==> config.mk <==
export PLATFORM = sky130hd
export DESIGN_NAME = mod_chain_counter
export DESIGN_NICKNAME = d
export VERILOG_FILES = /design/src/rtl/mod_chain_counter.sv
export SDC_FILE = /design/constraint.sdc
export NUM_CORES = 1
export LEC_CHECK = 0
export CAP_MARGIN = 20
export CORE_ASPECT_RATIO = 1.1
export CORE_MARGIN = 2
export CORE_UTILIZATION = 46
export DETAILED_ROUTE_END_ITERATION = 16
export PLACE_DENSITY_LB_ADDON = 0.08
export SLEW_MARGIN = 40
export SYNTH_ARGS = -nofsm -noshare
export SYNTH_HDL_FRONTEND = slang
export SYNTH_SLANG_ARGS = --single-unit
==> constraint.sdc <==
create_clock -name clk -period 2.33 [get_ports clk]
set_input_delay 0.3495 -clock clk [delete_from_list [all_inputs] [get_ports clk]]
set_output_delay 0.3495 -clock clk [all_outputs]
set_load 0.01 [all_outputs]
==> src/rtl/mod_chain_counter.sv <==
// Cascadable modulo-N up/down counter of DIGITS digits, each W bits wide.
// Optional lap register enabled by defining MOD_CHAIN_COUNTER_LAP_EN.
module mod_chain_counter #(
  parameter int N      = 10,
  parameter int W      = 4,
  parameter int DIGITS = 3
) (
  input  logic                  clk,
  input  logic                  clr,
  input  logic                  ci,
  input  logic                  dir,
  input  logic                  ld,
  input  logic [DIGITS*W-1:0]   d,
  output logic [DIGITS*W-1:0]   q,
  output logic                  co,
  output logic                  tc
`ifdef MOD_CHAIN_COUNTER_LAP_EN
  , input  logic                lap
  , output logic [DIGITS*W-1:0] lap_q
`endif
);

  localparam logic [W-1:0] MAX   = W'(N - 1);
  localparam logic [W:0]   N_EXT = (W + 1)'(N);

  // Declaration initialisers give the zero power-up state before any clr.
  logic [DIGITS-1:0][W-1:0] cnt = '0;
  logic [DIGITS-1:0][W-1:0] cnt_step;
  logic [DIGITS-1:0][W-1:0] load_val;
  logic [DIGITS-1:0][W-1:0] d_dig;
  logic                     all_end;

  assign d_dig = d;

  always_comb begin
    logic en;
    // NOTE: every variable gets a default first so no path leaves it unassigned (no latch).
    cnt_step = cnt;
    load_val = '0;
    // NOTE: blocking '=' here is intentional; en ripples digit to digit within one evaluation.
    en       = 1'b1;
    for (int k = 0; k < DIGITS; k++) begin
      if (en) begin
        if (dir) cnt_step[k] = (cnt[k] == '0)  ? MAX : cnt[k] - W'(1);
        else     cnt_step[k] = (cnt[k] == MAX) ? '0  : cnt[k] + W'(1);
      end
      en = en & (dir ? (cnt[k] == '0) : (cnt[k] == MAX));
      // Out-of-range load digits collapse to zero so q never shows an illegal digit.
      load_val[k] = ({1'b0, d_dig[k]} >= N_EXT) ? '0 : d_dig[k];
    end
    all_end = en;
  end

  // NOTE: sequential state uses non-blocking '<=' so all registers update from pre-edge values.
  always_ff @(posedge clk) begin
    if (clr)     cnt <= '0;
    else if (ld) cnt <= load_val;
    else if (ci) cnt <= cnt_step;
  end

  assign q  = cnt;
  assign tc = all_end;
  assign co = ci & all_end & ~clr & ~ld;

`ifdef MOD_CHAIN_COUNTER_LAP_EN
  logic [DIGITS*W-1:0] lap_r = '0;

  always_ff @(posedge clk) begin
    if (clr)      lap_r <= '0;
    else if (lap) lap_r <= cnt;
  end

  assign lap_q = lap_r;
`endif

endmodule
==> metrics.cfg <==
[yosys]
synth_area_per_cell_sq_um = 7.47
synthArstFlopShare = 0
syn_nets = 155
synth_edf_count = 0
synthTopCellsByArea = dfxtp_1 23%, a21oi_1 6.8%, nor2_1 5.5%, nand3b_1 4.4%, a211oi_1 3.6%
synth_top_area_frac = 0.233
syn_area_sq_mm = 0.00103
yosysWarnings = 0
synth.distinct_cells = 42
synth_top_area_cell = dfxtp_1
synth_seq_cells = 12
netlist_instances = 138
ys_seq_area_frac = 0.233
synth_ff_type = dfxtp_1

[grt]
antenna_found_initial = 0
grt_usage = 0.253
grt_max_degree = 14
overflow = 0
grt_pass1_vias = 1138
grt_pass1_wl_mm = 5.04

[finish]
drive_gt1_frac = 0.214
finalNonFillerCells = 215
diodes = 0
largest_reg_flops = 12
fin_util = 0.746
final_nets = 205
layout-area-overhead-vs-synth_pct = 49.3

[clock_tree]
clk_latency_ps = 290
clock_path_buffers = 2
htreeDepth = 1
cts-root-buf = clkbuf_4
numCtsBuffers = 3
cts_hold_buf = 0
cts_tree = built
clk_pin_slew_ps = 90
cts_sinks = 12

[critical_path]
cp_data_arrival_time_ps = 1910
critPathKind = in2out
critPathLaunchType = primary input
required_ps = 1980
crit_fanout = 9
endpoint_kind = output port

[place]
place_inst = 209
io_buffers = 30
pre_cts_slack_ps = -568
routabilityCongestion = 0.927
dp_hpwl_mm = 2.41

[detailed_routing]
wl_per_cell_um = 14.6
wl_mm = 3.14
routed_via_density = 5.91
drc = 0
vias = 1271
initialDrtViolationCount = 37
first_pass_iters = 4
final_antenna_net_count = 0

[floorplanning]
ios = 31
rows = 17
initial_core_util = 0.500
die_w_um = 49.1
dieArea_sq_mm = 0.00264
core_sq_mm = 0.00206
die_h_um = 53.7

[sta]
setup_ws_ps = 66.0
hold_viol_final = 0
setup_viol = 0
report.final.slew_viol_count = 0
finalCritPeriodShare = 0.972
setup_tns_ps = 0
finClkSkew_ps = 6.84
period_minus_slack_ps = 2260
max_slew_margin = 0.709
fmax_ghz = 0.442
worst_pin_slew_ps = 431

[power_and_ir_drop]
ir_drop_mv = 0.307
power_density_mw_per_mm2 = 430
power_mw = 0.662
leakage_nw = 0.599

[run]
drv_cap = 0

[outcome]
status = complete, no violations

[hold_path]
min_path_type = reg2reg

==> stage by stage <==
stage	area (sq um)	hold slack (ps)
floorplan	1030	428
global placement	1480	634
detailed placement	1480	643
CTS	1530	663
global route	1540	673
finish	1540	663
==> placed cells by master, fill, tap and decap left out, types with 2 or more instances in the layout <==
cell             netlist  routed
clkbuf_4               0       3
xnor2_1                4       4
nand4_1                2       2
xor2_1                 2       2
mux2i_1                2       2
dfxtp_1               12      12
inv_1                  4       4
clkdlybuf4s50_1        0      27
a21oi_1               14      14
a211oi_1               5       5
nand2b_1               4       4
and3_1                 5       5
o21ai_0                7       7
nor2_1                15      15
o22a_1                 2       2
a21o_1                 2       2
o211ai_1               2       2
nand3_1                4       4
nor3_1                 2       2
nor2b_1                2       2
nand2_1                9       8
nand3b_1               6       6
mux2_2                 2       2
buf_4                  0      25
a31oi_1                3       3
==> report_power, final <==
part / total [mW] / leakage, nW / switching, mW / internal (mW)
Clock: 0.183 / 0.0210 / 0.0881 / 0.0954
Combinational: 0.250 / 0.479 / 0.116 / 0.134
Sequential: 0.228 / 0.0988 / 0.0103 / 0.218
==> final cells by class <==
cell class              instances  area [sq um]
clock buffers                   4          36.3
fillers                       166           524
inverters                       4          15.0
multi-input cells             112           729
flip-flops and latches         12           240
well taps                      28          35.0
repair buffers                 55           483
==> worst paths after layout <==
check	cells past startpoint	end	slack, ps	from
setup reg to reg	6	q[9]	330	q[3]
hold / removal	2	q[8]	660	q[8]
setup / recovery	8	tc	70	dir
hold reg to reg	2	q[8]	660	q[8]
==> synthesized netlist by cell type, drive strengths merged, types with 2 or more instances <==
| library cell | count |
|---|---|
| nand2 | 9 |
| o21ai | 7 |
| o211ai | 2 |
| nand4 | 2 |
| a21oi | 14 |
| nor3 | 2 |
| a21o | 2 |
| nor2 | 15 |
| a211oi | 5 |
| inv | 4 |
| o22a | 2 |
| mux2i | 2 |
| nor2b | 2 |
| nand3b | 6 |
| nor4 | 2 |
| nand2b | 4 |
| or3b | 2 |
| buf | 4 |
| and3 | 5 |
| xnor2 | 4 |
| mux2 | 2 |
| dfxtp | 12 |
| nand3 | 4 |
| clkbuf | 6 |
| xor2 | 2 |
| a31oi | 3 |
==> critical path, cell delays in order <==
cell and delay [ps]:
dlygate4sd2_1 240, buf_4 160, nand2b_1 160, mux2i_1 210
nand4_1 160, nor4_2 270, buf_4 150, clkdlybuf4s15_2 210
==> repair_timing <==
| action | 4_1_cts | 5_1_grt |
|---|---|---|
| buffers inserted | 1 | 1 |
| hold endpoints to repair | 0 | 0 |
| gates resized for setup | 10 | 0 |
| pin swaps | 2 | 1 |
| setup endpoints to repair | 2 | 2 |
==> metal layers <==
metal / GRT usage / part of all wire / wire (um)
met1: 0.266 / 0.39 / 1230
met3: 0.0333 / 0.057 / 179
met4: 0.148 / 0.020 / 63
met2: 0.491 / 0.53 / 1670
met5: 0 / 0 / 0
==> kinds of logic (layout without fill, tap and decap cells) <==
group	count (synthesis)	count (layout)	share of synthesized area
AO/OA/AOI/OAI	44	44	0.299
XOR/XNOR	6	6	0.0510
buffers and inverters	14	63	0.0680
flip-flops	12	12	0.233
multiplexers	4	4	0.0413
AND/OR/NAND/NOR	58	58	0.308
(Power assumes the default switching activity.)
